**src/rtl/lfsr_checker_param_if.sv**
```systemverilog
// Bundle of the checker's data-side signals (stream in, status out).
// The slave modport is the checker's view; the master modport is the source/monitor side.
interface lfsr_checker_param_if #(
  parameter int WIDTH     = 16,
  parameter int ERR_CNT_W = 16
);
  logic                 i_soft_reset;
  logic                 i_valid;
  logic [WIDTH-1:0]     i_data;
  logic                 o_lock;
  logic                 o_valid;
  logic                 o_match;
  logic                 o_err;
  logic [ERR_CNT_W-1:0] o_err_cnt;

  modport slave (
    input  i_soft_reset, i_valid, i_data,
    output o_lock, o_valid, o_match, o_err, o_err_cnt
  );

  modport master (
    output i_soft_reset, i_valid, i_data,
    input  o_lock, o_valid, o_match, o_err, o_err_cnt
  );
endinterface

```
**src/rtl/lfsr_checker_param.sv**
```systemverilog
// Self-synchronising Fibonacci LFSR sequence checker.
// While unlocked it reseeds its prediction from every received word; once enough
// consecutive predictions hit it locks and flywheels its own sequence, dropping
// lock only after a run of consecutive misses.
// Optional saturating error counter: define LFSR_CHK_ERRCNT_EN to build it;
// otherwise o_err_cnt is tied to zero.
//
// state       | meaning
// ------------+----------------------------------------------------------
// ST_UNLOCKED | searching: reload prediction from data, count hits to lock
// ST_LOCKED   | tracking: prediction free-runs, count misses to unlock
module lfsr_checker_param #(
  parameter int              WIDTH             = 16,
  parameter logic [WIDTH-1:0] POLY             = 16'hB400,
  parameter int              VALID_TO_LOCK     = 5,
  parameter int              INVALID_TO_UNLOCK = 3,
  parameter int              ERR_CNT_W         = 16
) (
  input  logic                 i_clk,
  input  logic                 i_rst_n,
  lfsr_checker_param_if.slave  bus
);

  localparam int MAXC = (VALID_TO_LOCK > INVALID_TO_UNLOCK) ? VALID_TO_LOCK : INVALID_TO_UNLOCK;
  localparam int CW   = (MAXC < 1) ? 1 : $clog2(MAXC + 1);
  localparam logic [CW-1:0] V2L_M1 = CW'(VALID_TO_LOCK - 1);
  localparam logic [CW-1:0] I2U_M1 = CW'(INVALID_TO_UNLOCK - 1);

  typedef enum logic {ST_UNLOCKED, ST_LOCKED} state_t;

  state_t           r_state, w_state_nxt;
  logic [WIDTH-1:0] r_expect, w_expect_nxt;
  logic             r_ref, w_ref_nxt;
  logic [CW-1:0]    r_vcnt, w_vcnt_nxt;
  logic [CW-1:0]    r_icnt, w_icnt_nxt;
  logic             r_lock, w_lock_nxt;
  logic             r_valid;
  logic             r_match, w_match_nxt;
  logic             r_err, w_err_nxt;

  logic [WIDTH-1:0] w_data;
  logic             w_data_nz;
  logic             w_eq;

  function automatic logic [WIDTH-1:0] lfsr_next(input logic [WIDTH-1:0] s);
    return {s[WIDTH-2:0], ^(s & POLY)};
  endfunction

  assign w_data    = bus.i_data;
  assign w_data_nz = |w_data;
  assign w_eq      = (w_data == r_expect);

  // Next-state and per-word flag decode; everything holds on idle cycles.
  always_comb begin
    w_state_nxt  = r_state;
    w_expect_nxt = r_expect;
    w_ref_nxt    = r_ref;
    w_vcnt_nxt   = r_vcnt;
    w_icnt_nxt   = r_icnt;
    w_lock_nxt   = r_lock;
    w_match_nxt  = 1'b0;
    w_err_nxt    = 1'b0;
    if (bus.i_valid) begin
      case (r_state)
        ST_UNLOCKED: begin
          // all-zero is the LFSR lock-up state, so it can never seed or confirm
          w_expect_nxt = lfsr_next(w_data);
          w_ref_nxt    = w_data_nz;
          if (r_ref && w_eq && w_data_nz) begin
            w_match_nxt = 1'b1;
            if (r_vcnt == V2L_M1) begin
              w_state_nxt = ST_LOCKED;
              w_lock_nxt  = 1'b1;
              w_vcnt_nxt  = '0;
            end else begin
              w_vcnt_nxt = r_vcnt + 1'b1;
            end
          end else begin
            w_vcnt_nxt = '0;
          end
        end
        ST_LOCKED: begin
          w_expect_nxt = lfsr_next(r_expect);
          if (w_eq) begin
            w_match_nxt = 1'b1;
            w_icnt_nxt  = '0;
          end else begin
            w_err_nxt = 1'b1;
            if (r_icnt == I2U_M1) begin
              // fall back to search, seeding from the word that broke lock
              w_state_nxt  = ST_UNLOCKED;
              w_lock_nxt   = 1'b0;
              w_icnt_nxt   = '0;
              w_vcnt_nxt   = '0;
              w_expect_nxt = lfsr_next(w_data);
              w_ref_nxt    = w_data_nz;
            end else begin
              w_icnt_nxt = r_icnt + 1'b1;
            end
          end
        end
        default: w_state_nxt = ST_UNLOCKED;
      endcase
    end
  end

  // State, prediction and registered per-word outputs; soft reset beats i_valid.
  always_ff @(posedge i_clk or negedge i_rst_n) begin
    if (!i_rst_n) begin
      r_state  <= ST_UNLOCKED;
      r_expect <= '0;
      r_ref    <= 1'b0;
      r_vcnt   <= '0;
      r_icnt   <= '0;
      r_lock   <= 1'b0;
      r_valid  <= 1'b0;
      r_match  <= 1'b0;
      r_err    <= 1'b0;
    end else if (bus.i_soft_reset) begin
      r_state  <= ST_UNLOCKED;
      r_expect <= '0;
      r_ref    <= 1'b0;
      r_vcnt   <= '0;
      r_icnt   <= '0;
      r_lock   <= 1'b0;
      r_valid  <= 1'b0;
      r_match  <= 1'b0;
      r_err    <= 1'b0;
    end else begin
      r_state  <= w_state_nxt;
      r_expect <= w_expect_nxt;
      r_ref    <= w_ref_nxt;
      r_vcnt   <= w_vcnt_nxt;
      r_icnt   <= w_icnt_nxt;
      r_lock   <= w_lock_nxt;
      r_valid  <= bus.i_valid;
      r_match  <= w_match_nxt;
      r_err    <= w_err_nxt;
    end
  end

  assign bus.o_lock  = r_lock;
  assign bus.o_valid = r_valid;
  assign bus.o_match = r_match;
  assign bus.o_err   = r_err;

`ifdef LFSR_CHK_ERRCNT_EN
  logic [ERR_CNT_W-1:0] r_err_cnt;

  // Saturating count of locked mismatches, updated on the same edge as o_err.
  always_ff @(posedge i_clk or negedge i_rst_n) begin
    if (!i_rst_n) begin
      r_err_cnt <= '0;
    end else if (bus.i_soft_reset) begin
      r_err_cnt <= '0;
    end else if (w_err_nxt && !(&r_err_cnt)) begin
      r_err_cnt <= r_err_cnt + 1'b1;
    end
  end

  assign bus.o_err_cnt = r_err_cnt;
`else
  assign bus.o_err_cnt = '0;
`endif

endmodule
```
**src/flat_wrapper.sv**
```systemverilog
// flat-port wrapper written by rule: the top's interface ports become plain ports
module lfsr_checker_param_flat 
#(
  parameter int              WIDTH             = 16,
  parameter logic [WIDTH-1:0] POLY             = 16'hB400,
  parameter int              VALID_TO_LOCK     = 5,
  parameter int              INVALID_TO_UNLOCK = 3,
  parameter int              ERR_CNT_W         = 16
)
  (i_clk, i_rst_n, bus_i_soft_reset, bus_i_valid, bus_i_data, bus_o_lock, bus_o_valid, bus_o_match, bus_o_err, bus_o_err_cnt);
  lfsr_checker_param_if #(.WIDTH(WIDTH), .ERR_CNT_W(ERR_CNT_W)) bus_i ();
  input  logic i_clk;
  input  logic i_rst_n;
  input wire logic [$bits(bus_i.i_soft_reset)-1:0] bus_i_soft_reset;
  input wire logic [$bits(bus_i.i_valid)-1:0] bus_i_valid;
  input wire logic [$bits(bus_i.i_data)-1:0] bus_i_data;
  output wire logic [$bits(bus_i.o_lock)-1:0] bus_o_lock;
  output wire logic [$bits(bus_i.o_valid)-1:0] bus_o_valid;
  output wire logic [$bits(bus_i.o_match)-1:0] bus_o_match;
  output wire logic [$bits(bus_i.o_err)-1:0] bus_o_err;
  output wire logic [$bits(bus_i.o_err_cnt)-1:0] bus_o_err_cnt;
  assign bus_i.i_soft_reset = bus_i_soft_reset;
  assign bus_i.i_valid = bus_i_valid;
  assign bus_i.i_data = bus_i_data;
  assign bus_o_lock = bus_i.o_lock;
  assign bus_o_valid = bus_i.o_valid;
  assign bus_o_match = bus_i.o_match;
  assign bus_o_err = bus_i.o_err;
  assign bus_o_err_cnt = bus_i.o_err_cnt;
  lfsr_checker_param #(.WIDTH(WIDTH), .POLY(POLY), .VALID_TO_LOCK(VALID_TO_LOCK), .INVALID_TO_UNLOCK(INVALID_TO_UNLOCK), .ERR_CNT_W(ERR_CNT_W)) u_core (.i_clk(i_clk), .i_rst_n(i_rst_n), .bus(bus_i));
endmodule
```
**config.mk**
```make
export PLATFORM = sky130hd
export DESIGN_NAME = lfsr_checker_param_flat
export DESIGN_NICKNAME = d
export VERILOG_FILES = /design/src/rtl/lfsr_checker_param_if.sv /design/src/rtl/lfsr_checker_param.sv /design/src/flat_wrapper.sv
export SDC_FILE = /design/constraint.sdc
export NUM_CORES = 1
export LEC_CHECK = 0
export CORE_MARGIN = 3
export CORE_UTILIZATION = 29
export DETAILED_ROUTE_END_ITERATION = 8
export PLACE_DENSITY_LB_ADDON = 0.1
export REMOVE_ABC_BUFFERS = 1
export SLEW_MARGIN = 25
export SYNTH_ARGS = -nofsm -noshare
export SYNTH_HDL_FRONTEND = slang
export SYNTH_SLANG_ARGS = --single-unit
```
**constraint.sdc**
```tcl
create_clock -name i_clk -period 3.4 [get_ports i_clk]
set_clock_uncertainty 0.2 [all_clocks]
set_input_delay 0.51 -clock i_clk [delete_from_list [all_inputs] [get_ports i_clk]]
set_output_delay 0.51 -clock i_clk [all_outputs]
set_load 0.1 [all_outputs]
```
==> flow_summary.yaml, run 1 <==
status:
  outcome: "finished clean"
worst_setup_path:
  worstReg2RegEnd: "u_core.r_expect[12]"
  crit_required_ns: 3.38
  endpoint_kind: "flip-flop"
  worstPathMaxFanout: 19
  cp.arrival_ns: 2.51
  worstSetupPathType: "in2reg"
  ff2ff_setup_slack_ns: 1.16
  cp-start-kind: "input port"
  r2r_cells: 7
  r2r-start: "u_core.r_expect[5]"
logic_synthesis:
  yosysSeqAreaShare_pct: 38.54
  synth_edf_count: 0
  ys_ff_latch: 28
  netlist_instances: 185
  synth_area_um2: 1818
  synthTopCellsByCount: "dfrtp_1 (28), nor2_1 (20), xor2_1 (17)"
  synthFlopType: "dfrtp_1"
  synth_top_area_cell: "dfrtp_1"
  yosysWarnings: 0
  yosysTopAreaCellShare_pct: 38.54
  synthesis.area_per_instance_um2: 9.827
  yosys-top-cells-area: "dfrtp_1 (39%), mux2i_1 (8.8%), xor2_1 (8.2%), a211oi_1 (6.6%), buf_4 (6.6%)"
  yosysUniqueCellTypes: 35
  synth_most_common_cell: "dfrtp_1"
  async_flop_share_pct: 100.0
pwr:
  combPwrFrac_pct: 28.8
  ir_drop_mv: 0.1587
  pwr-share-seq_pct: 47.5
  clockPowerShare_pct: 23.6
  power.net_switching_uw: 278.2
  p_int_uw: 498.2
  p_leak_nw: 1.011
  switching_share_pct: 35.83
  p_per_area_nw_per_um2: 368.5
min_path:
  holdCritStartpoint: "u_core.r_vcnt[1]"
  hold_depth: 1
  hold_class: "reg2reg"
  min_to: "u_core.r_vcnt[1]"
clock_network:
  htree_levels: 1
  root_buffer: "clkbuf_8"
  post_cts_resized: 0
  cts_tree: "built"
  clock_path_buffers: 2
  cts_buffers: 3
  post-cts-setup-buffers: 0
  cts.sinks: 28
  holdBufCountCts: 0
  clkSlewWorstSetupHoldPaths_ns: 0.10
  clk_latency_ns: 0.27
floorplanning:
  io_pins: 40
  die_area_um2: 7255
  dieHeight_um: 85.18
  num_rows: 28
  start_util_pct: 30.35
  coreArea_um2: 5991
  die_w_um: 85.18
drt:
  totalWireLength_um: 4131
  via_per_inst: 4.701
  drc_errors: 0
  firstDrtPassIters: 4
  wl_per_cell_um: 14.70
  vias: 1321
  drt_iter0_markers: 44
  ant_nets: 0
run:
  drv_cap: 0
global_route:
  grt-ovfl-total: 0
  grt_max_degree: 29
  grt_pass1_wl_um: 6975
  antenna_found_initial: 0
  first_global_vias: 1424
  grtUsageTotal_pct: 11.91
timing:
  period_needed_ns: 2.531
  slew_violations: 0
  rsz0062_at_grt: "false"
  tns_ns: 0
  slew_headroom_pct: 35.73
  finalSetupViolCount: 0
  timing.final.ws_setup_ns: 0.8694
  final_hold_viol_count: 0
  worstMarginPinSlew_ns: 0.9611
  fin_crit_sh_pct: 74.43
  clock.fmax_mhz: 395.2
layout:
  syn2layout_area_growth_pct: 15.90
  final_util_pct: 35.17
  insertedDiodeCount: 0
  multiInputGateArea_um2: 985.9
  regArea_um2: 700.7
  fin_nets: 231
  fill_cells: 611
  drive_above_1_share_pct: 8.738
placement:
  dp_slack_ns: 0.5574
  io_buffers: 23
  place_hpwl_um: 3163
  gp_congestion: 0.7258
[kinds of logic after synthesis]
logic type      synth area share (%)
simple gates                   16.45
buf+inv                        10.32
fa+ha+maj                      2.065
xor+xnor                       10.12
mux                            8.809
flops                          38.54
compound gates                 13.49
other cells                   0.2063
[sequential cells by signal (all words and copies together), names as in the netlist]
name                flops
u_core.bus.o_err        1
u_core.bus.o_lock       1
u_core.bus.o_match      1
u_core.bus.o_valid      1
u_core.r_expect        16
u_core.r_icnt           3
u_core.r_ref            1
u_core.r_state          1
u_core.r_vcnt           3
[metrics by stage]
step	hold slack (ns)	std cells	cell area, um2	total power, mW
final	0.3459	281	2107	0.7765
after global routing	0.3984	281	2107	0.8137
after CTS	0.3535	281	2107	0.7843
after detailed placement	0.3270	278	2066	0.6007
after global placement	0.3197	278	2066	0.5990
after floorplan	0.01441	174	1702	0.5285
[routing by layer]
layer,track usage [%],wire length (um)
met1,16.13,1955
met2,19.35,2003
met5,0,0
met3,1.942,126
met4,3.885,46
[power by group through the flow]
stage / combinational [mW] / clock, mW / sequential, mW
finish: 0.224 / 0.184 / 0.369
global route: 0.241 / 0.201 / 0.372
CTS: 0.226 / 0.190 / 0.369
detailed placement: 0.225 / 0 / 0.376
global placement: 0.224 / 0 / 0.375
floorplan: 0.152 / 0 / 0.377
[worst max-delay path by stage]
stage | start | endpoint | slack [ns] | cells after the start
6_report | bus_i_data[5] | u_core.r_expect[12] | 0.87 | 8
5_1_grt | bus_i_data[5] | u_core.r_expect[7] | 0.72 | 8
4_1_cts | bus_i_data[15] | u_core.r_expect[0] | 0.85 | 8
3_5_place_dp | bus_i_data[15] | u_core.r_expect[0] | 0.56 | 8
3_3_place_gp | bus_i_data[15] | u_core.r_expect[12] | 0.59 | 8
2_1_floorplan | bus_i_data[5] | u_core.r_expect[10] | 1.03 | 6
[cells in the final DEF (no fill, tap or decap), types with 7 or more instances in the layout]
cell and instances:
dfrtp_1 28, clkdlybuf4s50_1 21, nor2_1 20, xor2_1 17, mux2i_1 16, a211oi_1 16, conb_1 16, buf_4 8
nand2_1 7
[cell type report]
cell class / count / area share, %
timing repair buffer: 29 / 12.83
tap: 75 / 4.454
clock buffer: 3 / 1.960
inverter: 4 / 0.7126
multi-input combinational: 142 / 46.79
sequential: 28 / 33.25
[critical path, stage by stage]
cell and delay [ns]:
clkdlybuf4s50_1 0.46, xor2_1 0.17, nor4_1 0.35, nand4_2 0.18, a21bo_1 0.20, buf_4 0.23
mux2i_1 0.15, a211oi_1 0.25
(Power assumes the default switching activity.)
==> inputs of run 2 (changes only) <==
Clock period 3.4 ns to 2.6 ns, I/O delays scaled along.
==> flow_summary.yaml, run 2 (same netlist as run 1, synthesis figures left out) <==
status:
  outcome: "finished clean"
clock_network:
  post_cts_resized: 0
  cts_tree: "built"
  clkSlewWorstSetupHoldPaths_ns: 0.10
  clock_path_buffers: 2
  holdBufCountCts: 0
  cts.sinks: 28
  root_buffer: "clkbuf_8"
  cts_buffers: 3
  htree_levels: 1
  post-cts-setup-buffers: 0
  clk_latency_ns: 0.28
floorplanning:
  dieHeight_um: 85.18
  io_pins: 40
  die_w_um: 85.18
  coreArea_um2: 5991
  num_rows: 28
  start_util_pct: 30.35
  die_area_um2: 7255
global_route:
  use_met3_pct: 2.136
  use_met1_pct: 16.66
  grtUsageMet2_pct: 19.84
  first_global_vias: 1452
  grtUsageTotal_pct: 12.33
  grt_pass1_wl_um: 7072
  grt.busiest_layer: "met2"
  grt-ovfl-total: 0
  antenna_found_initial: 0
  grt_max_degree: 29
worst_setup_path:
  worstPathMaxFanout: 3
  r2r_cells: 7
  critPathMaxStageDelay_ns: 0.44
  cp.arrival_ns: 2.35
  endpoint: "u_core.r_state"
  endpoint_kind: "flip-flop"
  worstReg2RegEnd: "u_core.r_state"
  path_cells: "clkdlybuf4s50_1, xor2_1, nor4_1, nand4_2, buf_4, nor4_2, nand3_1, a311oi_2"
  cp-start-kind: "input port"
  ff2ff_setup_slack_ns: 0.35
  cpMaxStageDelayCell: "clkdlybuf4s50_1"
  r2r-start: "u_core.r_expect[3]"
  crit_required_ns: 2.60
  worstSetupPathType: "in2reg"
  cp-startpoint: "bus_i_data[5]"
drt:
  via_per_inst: 4.730
  drt_iter0_markers: 61
  totalWireLength_um: 4243
  vias: 1419
  drc_errors: 0
  firstDrtPassIters: 4
  ant_nets: 0
  wl_per_cell_um: 14.14
timing:
  slew_violations: 0
  tns_ns: 0
  finalSetupViolCount: 0
  final_hold_viol_count: 0
  clock.fmax_mhz: 424.1
  fin_crit_sh_pct: 90.68
  timing.final.ws_setup_ns: 0.2423
  period_needed_ns: 2.358
  fin_hold_ws_ns: 0.2857
  rsz0062_at_grt: "false"
layout:
  top_regs: "u_core.r_expect x16, u_core.r_icnt x3, u_core.r_vcnt x3"
  insertedDiodeCount: 0
  drive_above_1_share_pct: 17.33
  fin_nets: 249
  layout_common_cells: "dfrtp_1 (28), buf_4 (27), nor2_1 (20)"
  largest_reg_flops: 16
  largest_register: "u_core.r_expect"
  layout_commonest_cell: "dfrtp_1"
  syn2layout_area_growth_pct: 25.40
placement:
  place_hpwl_um: 3286
  gp_congestion: 0.7859
  io_buffers: 23
  dp_slack_ns: -0.07187
pwr:
  p_per_area_nw_per_um2: 505.3
  total_power_mw: 1.152
  ir_drop_mv: 0.2268
  p_leak_nw: 1.120
min_path:
  hold_class: "in2async"
run:
  drv_cap: 0
[run 2: cell count changes in the layout (fill, tap and decap cells not counted), sizes merged]
cell and change:
buf +20, bufinv +1, clkdlybuf4s50 -2
[run 2: worst min-delay path by stage]
stage | to | from | slack [ns]
finish | u_core.r_expect[4] | i_rst_n | 0.29
CTS | u_core.r_expect[4] | i_rst_n | 0.29
floorplan | u_core.bus.o_err | i_rst_n | -0.11
detailed placement | u_core.r_vcnt[1] | u_core.r_vcnt[1] | 0.35
global route | u_core.r_expect[3] | i_rst_n | 0.31
global placement | u_core.r_vcnt[1] | u_core.r_vcnt[1] | 0.32
[run 2: layout make-up]
| class | instances | area [um2] |
|---|---|---|
| inverters | 4 | 15.01 |
| well taps | 75 | 93.84 |
| clock buffers | 3 | 41.29 |
| flip-flops and latches | 28 | 700.7 |
| clock inverters | 1 | 30.03 |
| repair buffers | 47 | 412.9 |
| fillers | 607 | 3711 |
| multi-input cells | 142 | 985.9 |
[run 2: stage by stage]
stage                     instances  cell area (um2)  utilization, %
after global placement          296             2208           36.86
after CTS                       300             2280           38.05
after global routing            300             2280           38.05
final                           300             2280           38.05
after detailed placement        296             2208           36.86
after floorplan                 174             1702               -
[run 2: power breakdown]
group	leakage (nW)	switching [mW]	internal, mW	total, mW
clock	0.0357	0.148	0.207	0.355
combinational	0.712	0.209	0.106	0.316
sequential	0.372	0.0243	0.457	0.482
[run 2: worst max-delay path: cells and delay by family]
kind / cells / cell delay, ns
simple gates: 4 / 0.93
compound gates: 1 / 0.27
buf+inv: 2 / 0.62
xor+xnor: 1 / 0.16
[run 2: metal layers]
metal  share of wire (%)  routed length, um
met5                   0                  0
met4                 1.4                 61
met2                  48               2041
met3                 3.3                142
met1                  47               1998
==> inputs of run 3 (changes only) <==
Settings changed: GPL_TIMING_DRIVEN set to 0.
==> flow_summary.yaml, run 3 (same netlist as run 1, synthesis figures left out) <==
status:
  outcome: "finished clean"
layout:
  largest_reg_flops: 16
  fin_nets: 227
  layout_commonest_cell: "dfrtp_1"
  largest_register: "u_core.r_expect"
  drive_above_1_share_pct: 8.374
  syn2layout_area_growth_pct: 15.28
  final_util_pct: 34.98
  fill_cells: 618
  multiInputGateArea_um2: 998.5
  instances_no_fill: 278
  top_regs: "u_core.r_expect x16, u_core.r_icnt x3, u_core.r_vcnt x3"
  stdcell_area_um2: 2096
  regArea_um2: 700.7
  layout_common_cells: "dfrtp_1 (28), nor2_1 (20), clkdlybuf4s50_1 (20)"
  insertedDiodeCount: 0
worst_setup_path:
  cp-start-kind: "input port"
  r2r-start: "u_core.r_expect[15]"
  endpoint_kind: "flip-flop"
  cp.arrival_ns: 2.40
  worstSetupPathType: "in2reg"
  r2r_cells: 6
  crit_buf_inv: 1
  worstPathMaxFanout: 19
  worstReg2RegEnd: "u_core.r_expect[11]"
  path_cells: "clkdlybuf4s50_1, xor2_1, nor4_2, nand4_2, a21bo_4, mux2i_1, a211oi_1"
  ff2ff_setup_slack_ns: 0.32
  critPathMaxStageDelay_ns: 0.47
  crit_required_ns: 2.57
  cpMaxStageDelayCell: "clkdlybuf4s50_1"
  critical-path-top-delay-family: "compound AO/OA/AOI/OAI gates"
drt:
  firstDrtPassIters: 4
  via_per_inst: 4.791
  totalWireLength_um: 3948
  vias: 1332
  ant_nets: 0
  drc_errors: 0
  wl_per_cell_um: 14.20
  drt_iter0_markers: 49
timing:
  slew_headroom_pct: 35.69
  slew_violations: 0
  rsz0062_at_grt: "false"
  finalSetupViolCount: 0
  fin_hold_ws_ns: 0.3547
  period_needed_ns: 2.431
  fin_crit_sh_pct: 93.50
  worstMarginPinSlew_ns: 0.9617
  tns_ns: 0
  clock.fmax_mhz: 411.4
  final_hold_viol_count: 0
clock_network:
  cts_tree: "built"
  root_buffer: "clkbuf_8"
  clkSlewWorstSetupHoldPaths_ns: 0.10
  clock_path_buffers: 2
  clk_latency_ns: 0.27
  cts.sinks: 28
  cts_buffers: 3
  htree_levels: 1
placement:
  gp_congestion: 0.7974
  dp_cells: 272
  place_hpwl_um: 2869
  place_area_um2: 2016
  io_buffers: 23
global_route:
  grtUsageTotal_pct: 11.01
  first_global_vias: 1374
  grt_max_degree: 43
  antenna_found_initial: 0
  grt-ovfl-total: 0
  grt_pass1_wl_um: 6527
floorplanning:
  coreArea_um2: 5991
  num_rows: 28
  start_util_pct: 30.35
  die_w_um: 85.18
  die_area_um2: 7255
  io_pins: 40
  dieHeight_um: 85.18
min_path:
  min_to: "u_core.r_vcnt[1]"
  holdCritStartpoint: "u_core.r_vcnt[1]"
  hold_depth: 1
  hold_class: "reg2reg"
pwr:
  ir_drop_mv: 0.2067
  p_per_area_nw_per_um2: 498.8
  p_leak_nw: 0.9959
run:
  drv_cap: 0
-- run 3: layer usage --
metal	part of all wire, %	GRT usage [%]	vias to the layer above
li1	-	-	652
met1	47	14.89	659
met2	49	18.43	19
met3	2.8	1.456	2
met4	0.63	3.022	0
met5	0	0	-
-- run 3: worst max path at each step --
stage                   startpoint                  end  slack [ns]  depth (start not counted)
2_1_floorplan  u_core.r_expect[12]  u_core.r_expect[10]        0.32                          6
3_3_place_gp        bus_i_data[15]  u_core.r_expect[14]       -0.51                          7
3_5_place_dp        bus_i_data[15]  u_core.r_expect[11]       -0.55                          7
4_1_cts             bus_i_data[15]  u_core.r_expect[11]      0.0005                          7
5_1_grt             bus_i_data[15]  u_core.r_expect[12]        0.04                          7
6_report            bus_i_data[15]  u_core.r_expect[11]        0.17                          7
-- run 3: area by class of cell --
class / instances / area share, %
repair buffers: 25 / 11.10
clock buffers: 4 / 2.627
multi-input cells: 142 / 47.64
well taps: 75 / 4.478
flip-flops and latches: 28 / 33.43
inverters: 4 / 0.7164
-- run 3: metrics by stage --
step	power, mW	setup slack, ns
finish	1.045	0.1691
global route	1.102	0.04055
CTS	1.058	0.0004541
floorplan	0.6912	0.3238
detailed placement	0.7788	-0.5543
global placement	0.7789	-0.5076
-- run 3: where the power goes --
part / total (mW) / internal (mW) / switching [mW]
Combinational: 0.290 / 0.0854 / 0.204
Clock: 0.274 / 0.136 / 0.139
Sequential: 0.482 / 0.457 / 0.0241
Total: 1.05 / 0.678 / 0.367
-- run 3: what timing repair did --
action                                 4_1_cts  5_1_grt
gates resized for setup                      2        1
setup endpoints to repair                   21       18
pin swaps                                    0        1
endpoints found under the hold margin       28        0
hold buffers                                 1        0
buffers inserted                             0        1
